[config.mk]
export PLATFORM = sky130hd
export DESIGN_NAME = sprite_move_scheduler
export DESIGN_NICKNAME = d
export VERILOG_FILES = /design/src/rtl/sprite_move_scheduler.sv
export SDC_FILE = /design/constraint.sdc
export NUM_CORES = 1
export LEC_CHECK = 0
export CAP_MARGIN = 30
export CORE_ASPECT_RATIO = 0.6
export CORE_MARGIN = 5
export CORE_UTILIZATION = 63
export CTS_CLUSTER_SIZE = 10
export DETAILED_ROUTE_END_ITERATION = 8
export GPL_ROUTABILITY_DRIVEN = 1
export PLACE_DENSITY = 0.87
export SLEW_MARGIN = 20
export SYNTH_ARGS = -nofsm -noshare
export SYNTH_HDL_FRONTEND = slang
export SYNTH_SLANG_ARGS = --single-unit
[constraint.sdc]
create_clock -name clk -period 9.17 [get_ports clk]
set_input_delay 2.2925 -clock clk [delete_from_list [all_inputs] [get_ports clk]]
set_output_delay 2.2925 -clock clk [all_outputs]
set_load 0.01 [all_outputs]
[src/rtl/sprite_move_scheduler.sv]
// Sprite position owner for the VGA renderer: round-robin move arbitration into a
// shadow position file, committed once per frame at vertical-blank start.
module sprite_move_scheduler #(
  parameter int SIZE     = 16,
  parameter int STEP     = 2,
  parameter int V_ACTIVE = 480,
  parameter int X_MIN    = 0,
  parameter int X_MAX    = 624,
  parameter int Y_MIN    = 0,
  parameter int Y_MAX    = 464,
  parameter int P_X0     = 304,
  parameter int P_Y0     = 352,
  parameter int G1_X0    = 304,
  parameter int G1_Y0    = 160,
  parameter int G2_X0    = 272,
  parameter int G2_Y0    = 208,
  parameter int G3_X0    = 336,
  parameter int G3_Y0    = 208
) (
  input  logic        clk,
  input  logic        rst,
  input  logic [10:0] h_cnt,
  input  logic [9:0]  v_cnt,
  input  logic [3:0]  req_valid,
  input  logic [7:0]  req_dir,
  output logic [3:0]  req_ready,
  output logic [9:0]  player_x,
  output logic [9:0]  player_y,
  output logic [9:0]  ghost_x,
  output logic [9:0]  ghost_y,
  output logic [9:0]  ghost2_x,
  output logic [9:0]  ghost2_y,
  output logic [9:0]  ghost3_x,
  output logic [9:0]  ghost3_y,
  output logic        frame_tick,
  output logic        collision
);

  typedef enum logic {RUN, COMMIT} state_t;

  state_t      state;
  logic [9:0]  sh_x [4];
  logic [9:0]  sh_y [4];
  logic [9:0]  cm_x [4];
  logic [9:0]  cm_y [4];
  logic [1:0]  rr_ptr;
  logic [3:0]  moved;
  logic        cond;
  logic        cond_d;

  logic [3:0]  eligible;
  logic        grant_any;
  logic [1:0]  grant_idx;
  logic [1:0]  dir;
  logic        horiz;
  logic [9:0]  cur;
  logic [10:0] lo;
  logic [10:0] hi;
  logic [10:0] sum;
  logic [9:0]  nxt;
  logic        overlap;

  function automatic logic [9:0] reset_x(input int i);
    case (i)
      0:       return 10'(P_X0);
      1:       return 10'(G1_X0);
      2:       return 10'(G2_X0);
      default: return 10'(G3_X0);
    endcase
  endfunction

  function automatic logic [9:0] reset_y(input int i);
    case (i)
      0:       return 10'(P_Y0);
      1:       return 10'(G1_Y0);
      2:       return 10'(G2_Y0);
      default: return 10'(G3_Y0);
    endcase
  endfunction

  function automatic logic near(input logic [9:0] a, input logic [9:0] b);
    logic [9:0] d;
    d = (a > b) ? a - b : b - a;
    return d < 10'(SIZE);
  endfunction

  assign cond = (v_cnt == 10'(V_ACTIVE)) && (h_cnt == 11'd0);

  // Rotating priority search starting at rr_ptr; the 2-bit index wraps 3 -> 0 naturally.
  always_comb begin
    // NOTE: every always_comb output gets a default first so no path can infer a latch.
    eligible  = req_valid & ~moved;
    grant_any = 1'b0;
    grant_idx = 2'd0;
    for (int k = 0; k < 4; k++) begin
      if (!grant_any && eligible[rr_ptr + 2'(k)]) begin
        grant_any = 1'b1;
        grant_idx = rr_ptr + 2'(k);
      end
    end
    if (state != RUN || rst) grant_any = 1'b0;
    req_ready = grant_any ? (4'b0001 << grant_idx) : 4'b0000;
  end

  // Clamped step for the granted sprite; bit 0 of dir selects increment, bit 1 the X axis.
  always_comb begin
    dir   = req_dir[{grant_idx, 1'b0} +: 2];
    horiz = dir[1];
    cur   = horiz ? sh_x[grant_idx] : sh_y[grant_idx];
    lo    = horiz ? 11'(X_MIN) : 11'(Y_MIN);
    hi    = horiz ? 11'(X_MAX) : 11'(Y_MAX);
    sum   = {1'b0, cur} + 11'(STEP);
    if (dir[0]) nxt = (sum > hi) ? hi[9:0] : sum[9:0];
    else        nxt = ({1'b0, cur} < lo + 11'(STEP)) ? lo[9:0] : cur - 10'(STEP);
  end

  always_comb begin
    overlap = 1'b0;
    for (int i = 1; i < 4; i++) begin
      if (near(sh_x[0], sh_x[i]) && near(sh_y[0], sh_y[i])) overlap = 1'b1;
    end
  end

  // NOTE: the small shadow and committed files are flops, not RAM, so they reset to home positions.
  always_ff @(posedge clk or posedge rst) begin
    if (rst) begin
      state      <= RUN;
      rr_ptr     <= 2'd0;
      moved      <= 4'd0;
      cond_d     <= 1'b0;
      frame_tick <= 1'b0;
      collision  <= 1'b0;
      for (int i = 0; i < 4; i++) begin
        sh_x[i] <= reset_x(i);
        sh_y[i] <= reset_y(i);
        cm_x[i] <= reset_x(i);
        cm_y[i] <= reset_y(i);
      end
    end else begin
      // NOTE: state uses non-blocking assignments so every register samples pre-edge values.
      cond_d     <= cond;
      frame_tick <= cond & ~cond_d;
      case (state)
        RUN: begin
          if (grant_any) begin
            if (horiz) sh_x[grant_idx] <= nxt;
            else       sh_y[grant_idx] <= nxt;
            moved[grant_idx] <= 1'b1;
            rr_ptr           <= grant_idx + 2'd1;
          end
          if (frame_tick) state <= COMMIT;
        end
        COMMIT: begin
          for (int i = 0; i < 4; i++) begin
            cm_x[i] <= sh_x[i];
            cm_y[i] <= sh_y[i];
          end
          collision <= overlap;
          moved     <= 4'd0;
          state     <= RUN;
        end
        default: state <= RUN;
      endcase
    end
  end

  assign player_x = cm_x[0];
  assign player_y = cm_y[0];
  assign ghost_x  = cm_x[1];
  assign ghost_y  = cm_y[1];
  assign ghost2_x = cm_x[2];
  assign ghost2_y = cm_y[2];
  assign ghost3_x = cm_x[3];
  assign ghost3_y = cm_y[3];

endmodule

# Yosys cells after proc, flatten, opt, wreduce, memory -nomap -nowiden
# Cells that the tools add are included.
dict set report word_totals {
  mem_bits_ro 0
  in_bits 35
  regBits 170
  latch_bits 0
  mem_bits_rw 0
  n_memories 0
  elab_cells 139
}
dict set report classes {
  div_mod_pow 0
  reduce_logical 17
  n_mul 0
  order_cmp 22
  bitwise_logic 8
  eq_ne 2
  n_mux 48
  n_addsub 18
  shift 2
}
# cell n
set op_table {}
lappend op_table {{2-to-1 mux 10 bit} 16}
lappend op_table {{subtractor 10 bit} 12}
lappend op_table {{bitwise mux 40 bit} 2}
lappend op_table {{greater-than comparator 10 bit} 6}
lappend op_table {{less-than comparator 10 x 5 -> 1 bit, second input constant} 6}
lappend op_table {{binary-select mux 10 bit (select 2 bit)} 2}
lappend op_table {{demux 10 bit (select 2 bit)} 1}
lappend op_table {{less-than comparator 2 x 3 -> 1 bit, second input constant} 5}
lappend op_table {{2-to-1 mux 1 bit} 14}
lappend op_table {{adder 10 x 2 -> 11 bit, second input constant} 1}
lappend op_table {{greater-than comparator 11 x 10 -> 1 bit} 1}
lappend op_table {{logical NOT 11 bit} 1}
lappend op_table {{== test 10 x 9 -> 1 bit, second input constant} 1}
lappend op_table {{less-than comparator 10 x 2 -> 1 bit, second input constant} 1}
lappend op_table {{subtractor 10 x 2 -> 10 bit, second input constant} 1}
lappend op_table {{logical AND 1 bit} 9}
lappend op_table {{binary-select mux 1 bit (select 2 bit)} 4}
lappend op_table {{2-to-1 mux 2 bit} 4}
lappend op_table {{2-to-1 mux 4 bit} 2}
lappend op_table {{one-hot mux 4 bit (2 select lines)} 1}
lappend op_table {{variable part select 8 x 4 -> 2 bit} 1}
lappend op_table {{AND reduction 3 bit} 2}
lappend op_table {{adder 2 x 1 -> 2 bit, second input constant} 2}
lappend op_table {{adder 2 bit, second input constant} 2}
lappend op_table {{other kinds (16)} 20}

# Depth between registers and ports, before layout
# Gate-level depths: netlist of the first run.
dict set report logic_depth {
  ltp_word 24
  ltp_mapped 21
  depth_no_buf 20
}

# Worst setup path before layout of the first run
# OpenSTA, ideal clock, no wires.
dict set report synth_path {
  path_kind {input -> register}
  startpoint {in req_valid[2]}
  endpoint {reg sh_y[24] (netlist name)}
  path_slack_ns 2.899
  setup_ns 0.125
  stages 19
  n_path_buf 3
  t_arrival_ns 6.146
  path_cell_list {nor2b_1 nand3_1 a21oi_2 buf_4 buf_2 buf_2 nand2_1 a32oi_1 nand3_1 o31ai_2 nor3b_1 xnor2_1 ha_1 nor2b_1 a311oi_4 o31a_2 a21oi_1 a211o_1 mux2_2}
}
dict set report synth_between {
  elab_chain_len 23
  word_cells_on_any_way 49
  cone_classes {2 x add/sub; 4 x order compare; 1 x shift; 31 x mux; 3 x bitwise; 8 x reduce/logical}
}
# item line_no
set synth_rtl {}
lappend synth_rtl {{start, declared} 24} ;# input logic [3:0] req_valid,
lappend synth_rtl {{AND 4 bit *} 92} ;# eligible = req_valid & ~moved;
lappend synth_rtl {{binary-select mux 1 bit (select 2 bit)} 96} ;# if (!grant_any && eligible[rr_ptr + 2'(k)]) begin
lappend synth_rtl {{2-to-1 mux 1 bit (implied by the code)} 96}
lappend synth_rtl {{2-to-1 mux 1 bit} 96}
lappend synth_rtl {{logical NOT 1 bit} 96}
lappend synth_rtl {{logical AND 1 bit} 96}
lappend synth_rtl {{2-to-1 mux 1 bit} 96}
lappend synth_rtl {{logical NOT 1 bit} 96}
lappend synth_rtl {{[... 5 more ...]} n/a}
lappend synth_rtl {{NOT 2 -> 3 bit (implied by the code)} {109, 147}}
lappend synth_rtl {{binary-select mux 10 bit (select 2 bit)} 109} ;# cur = horiz ? sh_x[grant_idx] : sh_y[grant_idx];
lappend synth_rtl {{2-to-1 mux 10 bit (implied by the code) (2 in a row)} 109}
lappend synth_rtl {{2-to-1 mux 10 bit} 109}
lappend synth_rtl {{adder 10 x 2 -> 11 bit} 112} ;# sum = {1'b0, cur} + 11'(STEP);
lappend synth_rtl {{greater-than comparator 11 x 10 -> 1 bit} 113} ;# if (dir[0]) nxt = (sum > hi) ? hi[9:0] : sum[9:0];
lappend synth_rtl {{2-to-1 mux 10 bit (2 in a row)} 113}
lappend synth_rtl {{bitwise mux 40 bit} 147} ;# else sh_y[grant_idx] <= nxt;
lappend synth_rtl {{end signal, assigned by index} 135} ;# sh_y[i] <= reset_y(i);
lappend synth_rtl {{end signal, assigned by index} 147}
lappend synth_rtl {{end, declared} 43} ;# logic [9:0] sh_y [4];
# Mark *: on every way between the ends. The rest lies on a longest branch, timed or not. The select of a mux whose other input is x is not followed.
# A chain may end at the register's enable or synchronous reset.

# Worst setup path after layout of the first run
dict set report layout_path {
  startpoint {in req_valid[2]}
  endpoint {out req_ready[1]}
}
dict set report layout_between {
  elab_chain_len 15
  word_cells_on_any_way 26
  cone_classes {1 x shift; 18 x mux; 1 x bitwise; 6 x reduce/logical}
}
# item line_no
set layout_rtl {}
lappend layout_rtl {{AND 4 bit *} 92}
lappend layout_rtl {{binary-select mux 1 bit (select 2 bit)} 96}
lappend layout_rtl {{2-to-1 mux 1 bit (implied by the code)} 96}
lappend layout_rtl {{2-to-1 mux 1 bit} 96}
lappend layout_rtl {{logical NOT 1 bit} 96}
lappend layout_rtl {{logical AND 1 bit} 96}
lappend layout_rtl {{2-to-1 mux 1 bit} 96}
lappend layout_rtl {{logical NOT 1 bit} 96}
lappend layout_rtl {{logical AND 1 bit} 96}
lappend layout_rtl {{2-to-1 mux 1 bit} 96}
lappend layout_rtl {{logical NOT 1 bit} 96}
lappend layout_rtl {{logical AND 1 bit} 96}
lappend layout_rtl {{2-to-1 mux 2 bit or 2-to-1 mux 1 bit (tied branches)} 96}
lappend layout_rtl {{<< shifter 1 x 2 -> 4 bit or 2-to-1 mux 1 bit (tied branches)} {102, 101}}
lappend layout_rtl {{2-to-1 mux 4 bit *} 102} ;# req_ready = grant_any ? (4'b0001 << grant_idx) : 4'b0000;
lappend layout_rtl {{end, declared} 26} ;# output logic [3:0] req_ready,
# Marks and branches as above.

==> results.json, run 1 <==
{
  "ys_warn_count": 0,
  "pin_count": 121,
  "grt_pass1_vias": 9842,
  "cts_buffer_depth": 2,
  "crit_path_start_kind": "input port",
  "path_class": "input port to primary output",
  "ant_nets": 0,
  "cts_buffers": 17,
  "worst_hold_path_type": "flop to flop",
  "viasPerCell": 6.51,
  "ys.flop_type": "dfrtp_1",
  "dieArea_um2": 22200,
  "fin_nets": 1471,
  "period_needed_ns": 7.92,
  "clk_latency_ns": 0.45,
  "antenna_cells": 0,
  "drive_gt1_share_pct": 20.0,
  "syn_nets": 1365,
  "portBuffers": 120,
  "core-area_um2": 19000,
  "grt_max_degree": 102,
  "async_flop_share_pct": 100,
  "hold_viol_final": 0,
  "cts-root-buf": "clkbuf_16",
  "fin_worst_skew_ns": 0.0113,
  "synth_edf_count": 0,
  "row_count": 39,
  "syn2layout_area_growth_pct": 16.2,
  "cts_tree": "yes",
  "postCtsHoldBufs": 0,
  "clk_pin_slew_ns": 0.06,
  "clkSinkCount": 170,
  "vias": 10200,
  "fillers": 1331,
  "setup_viol": 0,
  "routedWlPerCell_um": 22.7,
  "synth_cell_types": 86,
  "die_x_um": 189,
  "end_kind": "primary output",
  "first_iter_violations": 1209,
  "finalMaxSlewViolations": 0,
  "status": "complete, no violations",
  "cts_setup_buffers": 0,
  "worst_pin_slew_ns": 0.955,
  "postCtsResizedCells": 0,
  "cap_viol_max_count": 0,
  "grt_overflow": 0,
  "dieHeight_um": 117,
  "cts_max_level": 4,
  "synth_area_um2": 12100,
  "avgSynthCellArea_um2": 10.0,
  "drt_wl_total_um": 35700,
  "syn_inst": 1206,
  "synth-seq-area-share_pct": 35.6,
  "grt_first_pass_wirelength_um": 55600,
  "required_ns": 6.88,
  "grt_usage_pct": 31.7,
  "cp.arrival_ns": 5.62,
  "route.detailed.drc": 0,
  "initial_utilization_pct": 63.8,
  "fmax_mhz": 126,
  "yosys_register_bits": 170,
  "place_congestion": 1.05,
  "rsz0062_at_grt": "false",
  "dp_hpwl_um": 26500,
  "antenna_found_initial": 1,
  "tns_ns": 0,
  "slew_headroom_pct": 35.8,
  "drt_pass1_iterations": 5,
  "worstPathMaxFanout": 44,
  "period_share_pct": 86.3
}
==> critical path, stage by stage <==
cell             delay, ns
clkdlybuf4s50_1       0.46
nor2b_1               0.28
nand3_1               0.18
a21oi_4               0.72
inv_2                 0.56
ha_1                  0.37
and2_1                0.21
clkdlybuf4s50_1       0.51
==> registers in the layout, indices dropped and copies added, names as in the netlist <==
signal	count
ghost3_x	10
sh_y	40
cond_d	1
state	1
sh_x	40
rr_ptr	2
moved	4
player_y	10
collision	1
ghost3_y	10
ghost2_y	10
player_x	10
ghost2_x	10
frame_tick	1
ghost_y	10
ghost_x	10
==> kinds of logic after synthesis <==
family / Yosys count / synth area share (%)
simple gates: 294 / 12.2
compound gates: 256 / 14.6
mux: 195 / 17.9
flops: 170 / 35.6
buf+inv: 136 / 4.67
fa+ha+maj: 124 / 12.8
xor+xnor: 31 / 2.24
==> cells in the mapped netlist, drive strengths merged, types with 22 or more instances <==
cell type	instances	area share (%)
a21oi	73	3.1
dfrtp	126	26
dfstp	44	9.5
ha	124	13
inv	97	3.0
mux2	159	15
mux2i	35	2.9
nand2	101	3.1
nand3	23	1.0
nor2	50	1.6
nor2b	22	1.1
o21ai	52	2.1
==> layer usage <==
| metal | track usage, % | vias to the layer above | wire, um |
|---|---|---|---|
| li1 | - | 4535 | - |
| met1 | 47.8 | 5001 | 16400 |
| met2 | 41.7 | 607 | 14000 |
| met3 | 12.4 | 83 | 4360 |
| met4 | 9.19 | 2 | 908 |
| met5 | 0 | - | 13 |
==> area by class of cell <==
class                   instances  area [um^2]  share of cell area (%)
inverters                      97          369                    2.62
flip-flops and latches        170         4310                    30.6
well taps                     246          308                    2.19
clock buffers                  19          443                    3.15
repair buffers                126         1290                    9.14
clock inverters                13          110                   0.782
multi-input cells             900         7250                    51.5
==> cell usage in the layout (no fill, tap or decap), types with 8 or more instances in the layout <==
master / Yosys / final
clkbuf_16: 0 / 17
nor3_1: 13 / 13
and2_1: 17 / 17
a211oi_1: 9 / 9
o21ai_1: 10 / 10
xor2_1: 11 / 11
inv_1: 94 / 93
o21bai_1: 11 / 11
dfrtp_1: 126 / 125
nand2_1: 101 / 101
mux2i_1: 35 / 35
nand2b_1: 18 / 18
dfstp_2: 44 / 44
o21a_1: 10 / 10
xnor2_1: 20 / 20
a21oi_1: 71 / 71
nor2b_1: 22 / 22
nand4_1: 14 / 14
mux2_1: 8 / 8
mux2_2: 151 / 151
a31oi_1: 18 / 18
nand3_1: 21 / 21
ha_1: 124 / 124
a21o_1: 12 / 12
o21ai_0: 42 / 42
o211ai_1: 9 / 9
nor2_1: 49 / 49
clkdlybuf4s50_1: 0 / 120
==> stage by stage <==
stage / util, % / hold WS (ns) / cells / instance area, um^2 / setup slack (ns)
global placement: 71.0 / 0.390 / 1537 / 13500 / 1.31
floorplan: - / 0.378 / 1206 / 12100 / 2.35
finish: 74.2 / 0.432 / 1571 / 14100 / 1.25
CTS: 73.9 / 0.442 / 1569 / 14000 / 1.36
global route: 74.2 / 0.468 / 1571 / 14100 / 1.15
detailed placement: 71.0 / 0.417 / 1537 / 13500 / 1.13
==> path summary, 6_finish.rpt <==
kind,startpoint,cells past startpoint,slack (ns),endpoint
min in group asynchronous,rst,2,2.29,moved[0]
hold reg to reg,cond_d,1,0.43,frame_tick
max in group asynchronous,rst,4,5.89,ghost2_x[4]
setup / recovery,req_valid[2],8,1.25,req_ready[1]
setup reg to reg,moved[2],20,3.30,sh_x[11]
hold / removal,cond_d,1,0.43,frame_tick
Power of run 1 is left out: the tool's default activity adds up to more than one toggle a clock period on the data nets, which glitch-free logic cannot reach.
==> run 2: changes to the inputs <==
- CORE_ASPECT_RATIO: 0.6 -> 0.5
==> results.json, run 2 (synthesis results as in run 1) <==
{
  "cts-root-buf": "clkbuf_16",
  "cp.arrival_ns": 5.38,
  "grt_usage_pct": 31.8,
  "rsz0062_at_grt": "false",
  "period_needed_ns": 7.67,
  "cts_setup_buffers": 0,
  "postCtsResizedCells": 0,
  "clk_latency_ns": 0.43,
  "drive_gt1_share_pct": 20.4,
  "hold_viol_final": 0,
  "route.detailed.drc": 0,
  "post-place-cells": 1555,
  "worstPathCellList": "clkdlybuf4s50_1, nor2b_1, a21boi_1, a21oi_4, inv_2, buf_4, ha_1, and2_1, clkdlybuf4s50_1",
  "worstPathMaxFanout": 30,
  "dieArea_um2": 22300,
  "crit_top_cell": "clkdlybuf4s50_1",
  "clk_pin_slew_ns": 0.07,
  "multi_input_area_um2": 7250,
  "place_area_um2": 13500,
  "tns_ns": 0,
  "core-area_um2": 18700,
  "antenna_cells": 0,
  "final_common_cell": "mux2_2",
  "max_stage_delay_ns": 0.59,
  "mostFrequentLayoutCells": "mux2_2 (151), dfrtp_1 (125), ha_1 (124), clkdlybuf4s50_1 (120), nand2_1 (101)",
  "drt_wl_total_um": 35000,
  "grt_max_degree": 91,
  "fin_nets": 1476,
  "worst_hold_path_type": "flop to flop",
  "fin_worst_skew_ns": 0.00829,
  "portBuffers": 120,
  "slew_headroom_pct": 36.8,
  "stdcell_count": 1589,
  "dieHeight_um": 108,
  "pin_count": 121,
  "place_congestion": 0.958,
  "clkSinkCount": 170,
  "grt_first_pass_wirelength_um": 56000,
  "routedWlPerCell_um": 22.0,
  "ant_nets": 0,
  "syn2layout_area_growth_pct": 16.8,
  "design_area_um2": 14200,
  "vias": 10200,
  "row_count": 35,
  "first_iter_violations": 989,
  "path_class": "input port to primary output",
  "cts_max_level": 4,
  "end_kind": "primary output",
  "drt_pass1_iterations": 6,
  "finalMaxSlewViolations": 0,
  "cp_slowest_cell": "a21oi_4",
  "grt_pass1_vias": 10200,
  "worst_pin_slew_ns": 0.940,
  "cap_viol_max_count": 0,
  "status": "complete, no violations",
  "grt_overflow": 0,
  "postCtsHoldBufs": 0,
  "setup_viol": 0,
  "cts_buffers": 17,
  "viasPerCell": 6.41,
  "whs_ns": 0.395,
  "antenna_found_initial": 1,
  "fillers": 1261,
  "fmax_mhz": 130,
  "dp_hpwl_um": 25700,
  "cts_buffer_depth": 2,
  "crit_path_start_kind": "input port",
  "initial_utilization_pct": 65.0,
  "die_x_um": 206,
  "seq_area_um2": 4310,
  "required_ns": 6.88,
  "period_share_pct": 83.7,
  "cts_tree": "yes",
  "reg.largest.list": "sh_x: 40 flops, sh_y: 40 flops"
}
run 2: path summary, 6_finish.rpt:
kind	depth (start not counted)	to	slack, ns	start
setup / recovery	9	req_ready[0]	1.50	req_valid[2]
hold / removal	1	frame_tick	0.39	cond_d
setup reg to reg	19	sh_x[1]	3.54	moved[2]
hold reg to reg	1	frame_tick	0.39	cond_d
max in group asynchronous	3	sh_y[5]	5.55	rst
min in group asynchronous	2	rr_ptr[0]	2.44	rst
run 2: area by class of cell:
cell class	instances	share of cell area, %
timing repair buffer	131	9.06
multi-input combinational	900	51.2
clock inverter	14	1.23
tap	259	2.29
clock buffer	18	3.10
sequential	170	30.5
inverter	97	2.61
run 2: worst max-delay path, delay by kind of cell:
family	cells	cell delay, ns
buffers and inverters	4	1.54
AND/OR/NAND/NOR	2	0.52
AO/OA/AOI/OAI	2	0.77
adder cells (fa/ha/maj)	1	0.24
run 2: metal layers:
| layer | part of all wire (%) | GRT usage [%] |
|---|---|---|
| met1 | 42 | 43.3 |
| met2 | 47 | 52.7 |
| met4 | 1.8 | 7.12 |
| met3 | 9.4 | 6.95 |
| met5 | 0.037 | 0 |
run 2: stage by stage:
stage               setup slack [ns]  utilization (%)
floorplan                       2.35                -
global placement                1.43             72.5
detailed placement              1.22             72.5
CTS                             1.53             75.8
global route                    1.10             75.9
finish                          1.50             75.9
Power of run 2 is left out for the same reason.
